`config.mk`:
```
export PLATFORM = sky130hd
export DESIGN_NAME = cam_lvds_align_ctrl
export DESIGN_NICKNAME = d
export VERILOG_FILES = /design/src/rtl/cam_pkg.sv /design/src/rtl/cam_lane_match.sv /design/src/rtl/cam_lvds_align_ctrl.sv
export SDC_FILE = /design/constraint.sdc
export NUM_CORES = 1
export LEC_CHECK = 0
export ABC_AREA = 1
export CORE_ASPECT_RATIO = 0.5
export CORE_UTILIZATION = 50
export DETAILED_ROUTE_END_ITERATION = 10
export HOLD_SLACK_MARGIN = 0.03
export PLACE_DENSITY_LB_ADDON = 0.1
export SLEW_MARGIN = 25
export SYNTH_ARGS = -nofsm -noshare
export SYNTH_HDL_FRONTEND = slang
export SYNTH_SLANG_ARGS = --single-unit
```
`constraint.sdc`:
```
create_clock -name clk -period 2.1 [get_ports clk]
set_input_delay 0.21 -clock clk [delete_from_list [all_inputs] [get_ports clk]]
set_output_delay 0.21 -clock clk [all_outputs]
set_load 0.01 [all_outputs]
```
`src/rtl/cam_pkg.sv`:
```
// Shared types, defaults and helpers for the camera LVDS alignment controller.
package cam_pkg;

  localparam int unsigned DES_FACTOR = 8;
  localparam int unsigned DEF_NUM_LANES = 5;
  localparam logic [DES_FACTOR-1:0] DEF_DATA_PATTERN = 8'h3A;
  localparam logic [DES_FACTOR-1:0] DEF_SYNC_PATTERN = 8'hE9;

  // Lane-slice helper works on a fixed-width bus; callers zero-extend their rxd.
  localparam int unsigned MAX_LANES = 16;
  localparam int unsigned MAX_BUS_W = MAX_LANES * DES_FACTOR;

  typedef enum logic [3:0] {
    StIdle,
    StPllRst,
    StWaitLock,
    StSettle,
    StCheck,
    StSlip,
    StDone,
    StRetry,
    StFail
  } state_e;

  function automatic logic [DES_FACTOR-1:0] lane_word(input logic [MAX_BUS_W-1:0] bus,
                                                      input int unsigned lane);
    return DES_FACTOR'(bus >> (DES_FACTOR * lane));
  endfunction

endpackage

```
`src/rtl/cam_lane_match.sv`:
```
// Per-lane training-word comparator with a saturating consecutive-match counter.
module cam_lane_match
  import cam_pkg::*;
#(
  parameter int unsigned MATCH_COUNT = 8
) (
  input  logic                  clk_i,
  input  logic                  rst_ni,
  input  logic                  clear_i,
  input  logic                  enable_i,
  input  logic [DES_FACTOR-1:0] word_i,
  input  logic [DES_FACTOR-1:0] pattern_i,
  output logic                  hit_o
);

  localparam int unsigned CntW = $clog2(MATCH_COUNT + 1);
  localparam logic [CntW-1:0] CntMax = CntW'(MATCH_COUNT);

  logic [CntW-1:0] cnt_q, cnt_d;

  always_comb begin
    cnt_d = cnt_q;
    if (clear_i) begin
      cnt_d = '0;
    end else if (enable_i) begin
      if (word_i != pattern_i) begin
        cnt_d = '0;
      end else if (cnt_q != CntMax) begin
        cnt_d = cnt_q + 1'b1;
      end
    end
  end

  always_ff @(posedge clk_i) begin
    if (!rst_ni) begin
      cnt_q <= '0;
    end else begin
      cnt_q <= cnt_d;
    end
  end

  assign hit_o = (cnt_q == CntMax);

endmodule

```
`src/rtl/cam_lvds_align_ctrl.sv`:
```
// Camera LVDS deserializer bring-up: PLL reset, lock wait, and per-lane bitslip word alignment.
module cam_lvds_align_ctrl
  import cam_pkg::*;
#(
  parameter int unsigned           NUM_LANES    = DEF_NUM_LANES,
  parameter logic [DES_FACTOR-1:0] DATA_PATTERN = DEF_DATA_PATTERN,
  parameter logic [DES_FACTOR-1:0] SYNC_PATTERN = DEF_SYNC_PATTERN,
  parameter int unsigned           RST_CYCLES   = 16,
  parameter int unsigned           LOCK_TIMEOUT = 4096,
  parameter int unsigned           SLIP_LATENCY = 4,
  parameter int unsigned           MATCH_COUNT  = 8,
  parameter int unsigned           MAX_RETRY    = 3
) (
  input  logic                             clk,
  input  logic                             rst_n,
  input  logic                             start,
  input  logic                             pll_locked,
  input  logic [NUM_LANES*DES_FACTOR-1:0]  rxd,
  output logic                             pll_areset,
  output logic [NUM_LANES-1:0]             bitslip,
  output logic [NUM_LANES-1:0]             lane_aligned,
  output logic                             aligned,
  output logic                             busy,
  output logic                             fail,
  output logic [NUM_LANES*4-1:0]           slip_cnt
);

  localparam int unsigned TimerW = $clog2(LOCK_TIMEOUT + 1);
  localparam int unsigned RetryW = $clog2(MAX_RETRY + 1);
  // Slip counters must reach 2*DES_FACTOR, one more than the 4-bit diagnostic can show.
  localparam int unsigned SlipW = $clog2(2 * DES_FACTOR + 1);
  localparam logic [SlipW-1:0] SlipLimit = SlipW'(2 * DES_FACTOR);

  state_e                          state_q, state_d;
  logic [TimerW-1:0]               timer_q, timer_d;
  logic [RetryW-1:0]               retry_q, retry_d;
  logic                            fail_q, fail_d;
  logic [NUM_LANES-1:0]            lane_aligned_q, lane_aligned_d;
  logic [NUM_LANES-1:0][SlipW-1:0] slips_q, slips_d;
  logic                            lock_m_q, lock_s_q;
  logic [NUM_LANES-1:0]            hit;
  logic [NUM_LANES-1:0]            slip_pulse;
  logic                            slip_limit;
  logic [MAX_BUS_W-1:0]            rxd_pad;

  assign rxd_pad = MAX_BUS_W'(rxd);

  for (genvar g = 0; g < NUM_LANES; g++) begin : g_lane
    cam_lane_match #(
      .MATCH_COUNT(MATCH_COUNT)
    ) u_match (
      .clk_i    (clk),
      .rst_ni   (rst_n),
      .clear_i  (state_q == StSettle),
      .enable_i (state_q == StCheck),
      .word_i   (lane_word(rxd_pad, g)),
      .pattern_i((g == NUM_LANES - 1) ? SYNC_PATTERN : DATA_PATTERN),
      .hit_o    (hit[g])
    );
  end

  always_comb begin
    slip_limit = 1'b0;
    for (int i = 0; i < NUM_LANES; i++) begin
      if (slips_q[i] == SlipLimit) slip_limit = 1'b1;
    end
  end

  always_comb begin
    state_d        = state_q;
    timer_d        = timer_q + 1'b1;
    retry_d        = retry_q;
    fail_d         = fail_q;
    lane_aligned_d = lane_aligned_q;
    slips_d        = slips_q;
    slip_pulse     = '0;

    unique case (state_q)
      StIdle, StFail: begin
        if (start) begin
          state_d = StPllRst;
          retry_d = '0;
          fail_d  = 1'b0;
        end
      end
      StPllRst: begin
        if (timer_q == TimerW'(RST_CYCLES - 1)) state_d = StWaitLock;
      end
      StWaitLock: begin
        if (lock_s_q) begin
          state_d = StSettle;
        end else if (timer_q == TimerW'(LOCK_TIMEOUT - 1)) begin
          state_d = StRetry;
        end
      end
      StSettle: begin
        if (!lock_s_q) begin
          state_d = StRetry;
        end else if (timer_q == TimerW'(SLIP_LATENCY - 1)) begin
          state_d = StCheck;
        end
      end
      StCheck: begin
        if (!lock_s_q) begin
          state_d = StRetry;
        end else begin
          lane_aligned_d = lane_aligned_q | hit;
          if (timer_q == TimerW'(MATCH_COUNT)) begin
            state_d = (&lane_aligned_d) ? StDone : StSlip;
          end
        end
      end
      StSlip: begin
        // Lock loss and the slip limit both suppress the pulse.
        if (!lock_s_q) begin
          state_d = StRetry;
        end else if (slip_limit) begin
          state_d = StFail;
        end else begin
          slip_pulse = ~lane_aligned_q;
          for (int i = 0; i < NUM_LANES; i++) begin
            if (slip_pulse[i]) slips_d[i] = slips_q[i] + 1'b1;
          end
          state_d = StSettle;
        end
      end
      StDone: begin
        if (!lock_s_q) begin
          state_d = StRetry;
        end else if (start) begin
          state_d = StPllRst;
          retry_d = '0;
        end
      end
      StRetry: begin
        if (retry_q == RetryW'(MAX_RETRY)) begin
          state_d = StFail;
        end else begin
          retry_d = retry_q + 1'b1;
          state_d = StPllRst;
        end
      end
      default: state_d = StIdle;
    endcase

    if (state_d == StFail && state_q != StFail) fail_d = 1'b1;
    if (state_d == StPllRst && state_q != StPllRst) begin
      lane_aligned_d = '0;
      slips_d        = '0;
    end
    if (state_d != state_q) timer_d = '0;
  end

  always_ff @(posedge clk) begin
    if (!rst_n) begin
      state_q        <= StIdle;
      timer_q        <= '0;
      retry_q        <= '0;
      fail_q         <= 1'b0;
      lane_aligned_q <= '0;
      slips_q        <= '0;
      lock_m_q       <= 1'b0;
      lock_s_q       <= 1'b0;
    end else begin
      state_q        <= state_d;
      timer_q        <= timer_d;
      retry_q        <= retry_d;
      fail_q         <= fail_d;
      lane_aligned_q <= lane_aligned_d;
      slips_q        <= slips_d;
      lock_m_q       <= pll_locked;
      lock_s_q       <= lock_m_q;
    end
  end

  always_comb begin
    slip_cnt = '0;
    for (int i = 0; i < NUM_LANES; i++) begin
      slip_cnt[4*i +: 4] = (slips_q[i] > SlipW'(15)) ? 4'hF : 4'(slips_q[i]);
    end
  end

  assign pll_areset   = (state_q == StIdle) || (state_q == StPllRst) || (state_q == StFail);
  assign busy         = !((state_q == StIdle) || (state_q == StDone) || (state_q == StFail));
  assign aligned      = (state_q == StDone);
  assign fail         = fail_q;
  assign lane_aligned = lane_aligned_q;
  assign bitslip      = slip_pulse;

endmodule

```
Yosys cells after proc, flatten, opt, wreduce, memory -nomap -nowiden:

Index checks and enable logic that the tools add are counted.

* register bits: 72
* logic and storage cells: 156

* add/subtract/negate cells: 12
* order comparisons: 5
* equal/unequal tests: 40
* multiplexer cells: 44
* bitwise gates (word level): 4
* reduce and logical (&&, ||, !) cells: 34

Operators with widths (number)
* 4-bit 2-to-1 mux: 27
* 8-bit by 6-bit != test with 1-bit output (second input constant): 4
* 4-bit case mux with 8 select lines: 1
* 4-bit == test (second input constant): 7
* 13-bit by 4-bit == test with 1-bit output (second input constant): 2
* 5-bit by 1-bit adder with 5-bit output (second input constant): 5
* 5-bit == test (second input constant): 5
* 5-bit by 4-bit > comparator with 1-bit output (second input constant): 5
* 4-bit != test (second input constant): 6
* 4-bit by 1-bit adder with 4-bit output (second input constant): 5
* 4-bit AND reduction: 5
* 4-bit by 3-bit == test with 1-bit output (second input constant): 4
* 5-bit 2-to-1 mux: 3
* 2-bit AND reduction: 7
* 2-bit nonzero test: 7
* 13-bit by 1-bit adder with 13-bit output (second input constant): 1
* 13-bit by 12-bit == test with 1-bit output (second input constant): 1
* 13-bit by 2-bit == test with 1-bit output (second input constant): 1
* 4-bit by 1-bit == test with 1-bit output (second input constant): 2
* 4-bit by 2-bit == test with 1-bit output (second input constant): 2
* 1-bit 2-to-1 mux: 8
* 2-bit 2-to-1 mux: 4
* 8-bit != test (second input constant): 1
* 2-bit OR reduction: 4
* 17 further kinds: 22

Logic depth before layout (Yosys ltp):

* word-level depth: 13
* depth in mapped cells: 15

Modules after synthesis:

From an unflattened synthesis, not the netlist that was laid out.

* cell total of the unflattened synthesis: 996
* area total of the unflattened synthesis: 5828.1 um2

By module, submodules not included
* cam_lvds_align_ctrl: times used 1, cells each 466, area each 3119.2 um2
* cam_lane_match: times used 5, cells each 106, area each 541.8 um2

Worst setup path after synthesis:

OpenSTA, ideal clock, no wires.

* path kind: reg2reg
* start point: register slips_q[5] (netlist name)
* end point: register slips_q[9] (netlist name)
* arrival: 1741 ps
* data required time: 2030 ps
* slack: 289 ps
* stages on the path, launching flop included: 12
* path buffers: 0
* cell sequence: dfxtp_1 -> inv_1 -> ha_1 -> nand2_1 -> inv_1 -> nand2_1 -> nand3_1 -> or2_1 -> nor2_2 -> nand3_1 -> or2_2 -> a21oi_1

* word-level cells in the longest chain between the ends: 11
* elaborated cells on any way between the ends: 14
* classes of those cells: 1 x add/sub; 2 x eq/ne; 7 x mux; 1 x bitwise; 3 x reduce/logical

Ends and longest elaborated chain
* start, declared: RTL line cam_lvds_align_ctrl.sv:39 `logic [NUM_LANES-1:0][SlipW-1:0] slips_q, slips_d;`
* start signal, assigned: RTL line cam_lvds_align_ctrl.sv:170 `slips_q <= slips_d;`
* 5-bit == test: RTL line cam_lvds_align_ctrl.sv:65 `if (slips_q[i] == SlipLimit) slip_limit = 1'b1;`
* 1-bit 2-to-1 mux (4 in series): RTL line cam_lvds_align_ctrl.sv:65
* 4-bit 2-to-1 mux: RTL line cam_lvds_align_ctrl.sv:117 `end else if (slip_limit) begin`
* 4-bit 2-to-1 mux: RTL line cam_lvds_align_ctrl.sv:115 `if (!lock_s_q) begin`
* 4-bit case mux with 8 select lines: RTL line cam_lvds_align_ctrl.sv:78 `unique case (state_q)`
* 4-bit by 1-bit == test with 1-bit output: RTL line cam_lvds_align_ctrl.sv:147 `if (state_d == StPllRst && state_q != StPllRst) begin`
* 1-bit logical AND: RTL line cam_lvds_align_ctrl.sv:147
* 2-bit OR reduction (no line)

Several ways; a longest one is shown, not always the timed one.
A chain may end at the register's enable or synchronous reset.

Worst setup path in the final report:

* start point: register slips_q[15] (netlist name)
* end point: output port bitslip[0]

* word-level cells in the longest chain between the ends: 6

Ends and longest elaborated chain
* 5-bit == test: RTL line cam_lvds_align_ctrl.sv:65
* 1-bit 2-to-1 mux (2 in series): RTL line cam_lvds_align_ctrl.sv:65
* 5-bit 2-to-1 mux: RTL line cam_lvds_align_ctrl.sv:117
* 5-bit 2-to-1 mux: RTL line cam_lvds_align_ctrl.sv:115
* 5-bit 2-to-1 mux: RTL line cam_lvds_align_ctrl.sv:78
* end, declared: RTL line cam_lvds_align_ctrl.sv:20 `output logic [NUM_LANES-1:0] bitslip,`

Every way passes these cells.

==> flow_summary_export.csv <==
group,metric,value,unit
grt,antenna_found_initial,0,
detailed_routing,drtIter0Drc,256,
floorplan,fp.coreArea,8260,um^2
grt,grt_busiest_layer,"met2",
grt,grt_max_degree,31,
floorplan,placementRows,23,
power_and_ir_drop,cellPowerDensity,523,nW/um^2
logic_synthesis,yosys_warnings,0,
critical_path,max_stage_delay,0.34,ns
cts,cts_buffers,9,
critical_path,crit_required,1.89,ns
critical_path,cp.arrival,1.90,ns
cts,cts_hold_buf,0,
detailed_routing,dr.pass1.iters,4,
detailed_routing,routed_via_density,5.11,
timing,slew_headroom,70.3,%
timing,final_hold_viol_count,0,
cts,cts.clk_slew.worst_paths,0.06,ns
placement,port_buffers,77,
timing,max_freq,474,MHz
floorplan,fp.dieArea,9220,um^2
min_path,hold_path.class,"reg -> reg",
cells_and_area,fillers,565,
timing,post-route-min-period,2.11,ns
power_and_ir_drop,leakage,2.84,nW
cts,clockBufferDepth,2,
grt,grt_pass1_wl,18100,um
grt,met3_usage,6.22,%
critical_path,cpMaxStageDelayCell,"dfxtp_2",
critical_path,critical_path_peak_fanout,3,
logic_synthesis,syn_avg_cell_area,6.83,um^2
critical_path,cp_num_cells,12,
power_and_ir_drop,ir_drop,0.378,mV
cts,cts_sinks,72,
logic_synthesis,ys_async_sr_fraction,0,%
timing,setup_slack,-0.0100,ns
cts,clkLatencyLatePin,0.34,ns
timing,slew_viol_final,0,
grt,grt.total_usage,25.3,%
placement,dp_hpwl,7980,um
floorplan,die_x,135,um
logic_synthesis,synth.distinct_cells,35,
detailed_routing,wire_per_inst,13.1,um
timing,setup_viol,4,
logic_synthesis,synth_edf_count,0,
timing,finalClockSkew,0.00737,ns
critical_path,end_kind,"output pin",
critical_path,cp-startpoint,"slips_q[15]",
logic_synthesis,synth-seq-cells,72,
cts,cts_max_level,3,
critical_path,timing.rr.start,"slips_q[15]",
timing,rsz0062_at_grt,"true",
placement,placed_area,5700,um^2
logic_synthesis,syn_area,4410,um^2
grt,gr-usage-met2,41.7,%
critical_path,crit_end,"bitslip[0]",
critical_path,reg2reg_setup_slack,0,ns
logic_synthesis,postSynthCellCount,646,
critical_path,worst_r2r_path_depth,13,
power_and_ir_drop,power.total,3.34,mW
grt,overflow,0,
detailed_routing,ant_nets,0,
floorplan,die_y,68.4,um
cells_and_area,layout-drive-gt1-share,24.1,%
logic_synthesis,syn_nets,718,
run,cap_violations,0,
floorplan,start_util,53.4,%
logic_synthesis,ys_seq_area_share,32.7,%
critical_path,worstSetupPathType,"reg -> out",
cells_and_area,stdcell_area,6390,um^2
critical_path,path_buf_inv,5,
detailed_routing,wl,11900,um
grt,grt_pass1_vias,4113,
cells_and_area,nets,865,
grt,gr-usage-met1,32.9,%
critical_path,rr_endpoint,"slips_q[7]",
run_status,status,"finished with violations",
cts,clockRootBuffer,"clkbuf_16",
timing,tightest_slew,0.442,ns
critical_path,worstPathCellList,"inv_2 -> ha_4 -> inv_1 -> nor2_1 -> nand2_1 -> nand3_2 -> or2_4 -> nor2_4 -> buf_6 -> nand3_4 -> inv_2 -> buf_6",
timing,period_share,100,%
cts,cts_tree,"yes",
timing,hold_ws,0.428,ns
floorplan,ioPinCount,78,
cells_and_area,area_delta_synth_final,44.9,%
cells_and_area,diodes,0,
critical_path,start_kind,"flop",
logic_synthesis,dominantRegCellSynth,"dfxtp_1",
placement,place.gp.congestion,0.860,
detailed_routing,vias,4646,
detailed_routing,route.detailed.drc,0,
run_status,violations,"negative setup slack",
critical_path,critical-path-top-delay-family,"simple AND/OR/NAND/NOR gates",
## routing by layer
| metal | part of all wire (%) | vias to the layer above |
|---|---|---|
| met1 | 47 | 2161 |
| met5 | 0 | - |
| met3 | 5.3 | 20 |
| li1 | - | 2351 |
| met2 | 46 | 114 |
| met4 | 1.5 | 0 |
## where the power goes
group	switching (mW)	internal [mW]	leakage [nW]
clock network	0.597	1.07	0.158
registers	0.00775	1.37	0.585
logic	0.137	0.161	2.10
total	0.741	2.60	2.84
## layout make-up
cell class	instances	area [um^2]	area share, %
Sequential cell	72	1450	22.7
Multi-Input combinational cell	432	2650	41.5
Clock buffer	10	239	3.74
Tap cell	112	140	2.19
Inverter	134	503	7.87
Timing Repair Buffer	144	1320	20.7
Clock inverter	6	82.6	1.29
## synthesized netlist by cell type (2+ instances only)
master    count  area, um^2
nor3b_1      10        75.1
nor4b_1       2        17.5
nand2_2       3        18.8
or2_0         4        25.0
dfxtp_1      72        1440
xnor2_1       4        35.0
ha_1         28         350
nor4_1        3        18.8
nand3_1      41         205
xor2_1        9        78.8
nand4_1       8        50.1
nor2_2        8        50.1
nor2_1       52         195
nor3_1       30         150
inv_2         6        22.5
inv_1       128         480
or2_2         2        12.5
buf_2         5        25.0
nand2_1     119         447
o21ai_0      36         180
nor3_2       10         100
buf_6         3        33.8
a21oi_1      44         220
nand3_2       3        30.0
o21bai_1      6        45.0
## cell usage in the layout (no fill, tap or decap), drive strengths merged, types with 4 or more instances in the layout
master	count
inv	134
nand2	123
dfxtp	72
buf	70
nor2	61
clkdlybuf4s50	53
a21oi	44
nand3	44
nor3	41
o21ai	37
ha	28
clkbuf	21
nor3b	10
xor2	9
nand4	8
or2	7
o21bai	6
clkdlybuf4s15	5
xnor2	4
dlygate4sd2	4
## through the flow
stage	setup slack (ns)	setup TNS [ns]	util, %	std cells
2_1_floorplan	0.289	0	-	646
3_3_place_gp	-0.219	-0.797	69.0	880
3_5_place_dp	-0.230	-0.933	69.0	880
4_1_cts	-0.155	-0.915	74.2	910
5_1_grt	-0.178	-1.58	77.4	910
6_report	-0.0100	-0.0199	77.4	910
## timing repair
action	4_1_cts	5_1_grt
pin swaps	2	20
setup endpoints to repair	27	58
resized for setup	53	91
buffers inserted	14	4
cloned	0	2
## registers in the layout (all words and copies together), names as in the netlist, 2 cells and up
name                  flops
retry_q                   2
slips_q                  25
g_lane.u_match.cnt_q     20
state_q                   4
lane_aligned              5
timer_q                  13
## worst min-delay path by stage
stage / from / slack, ns / cells past startpoint / to
floorplan: rst_n / 0.30 / 2 / lock_m_q
global placement: lock_m_q / 0.39 / 2 / lock_s_q
detailed placement: lock_m_q / 0.40 / 2 / lock_s_q
CTS: lock_m_q / 0.42 / 2 / lock_s_q
global route: lock_m_q / 0.46 / 2 / lock_s_q
finish: lock_m_q / 0.43 / 2 / lock_s_q
## worst min-delay path, cell delays in order (launching register included)
cell and delay, ns:
dfxtp_1 0.30, nand2_1 0.05, inv_1 0.04
## cells by family (layout without fill, tap and decap cells)
group           count (synthesis)  count (layout)  share of synthesized area [%]
xor+xnor                       13              13                           2.58
compound gates                 90              90                           10.8
fa+ha+maj                      28              28                           7.95
simple gates                  301             301                           33.3
flops                          72              72                           32.7
buf+inv                       142             294                           12.7
(Power assumes the default switching activity.)
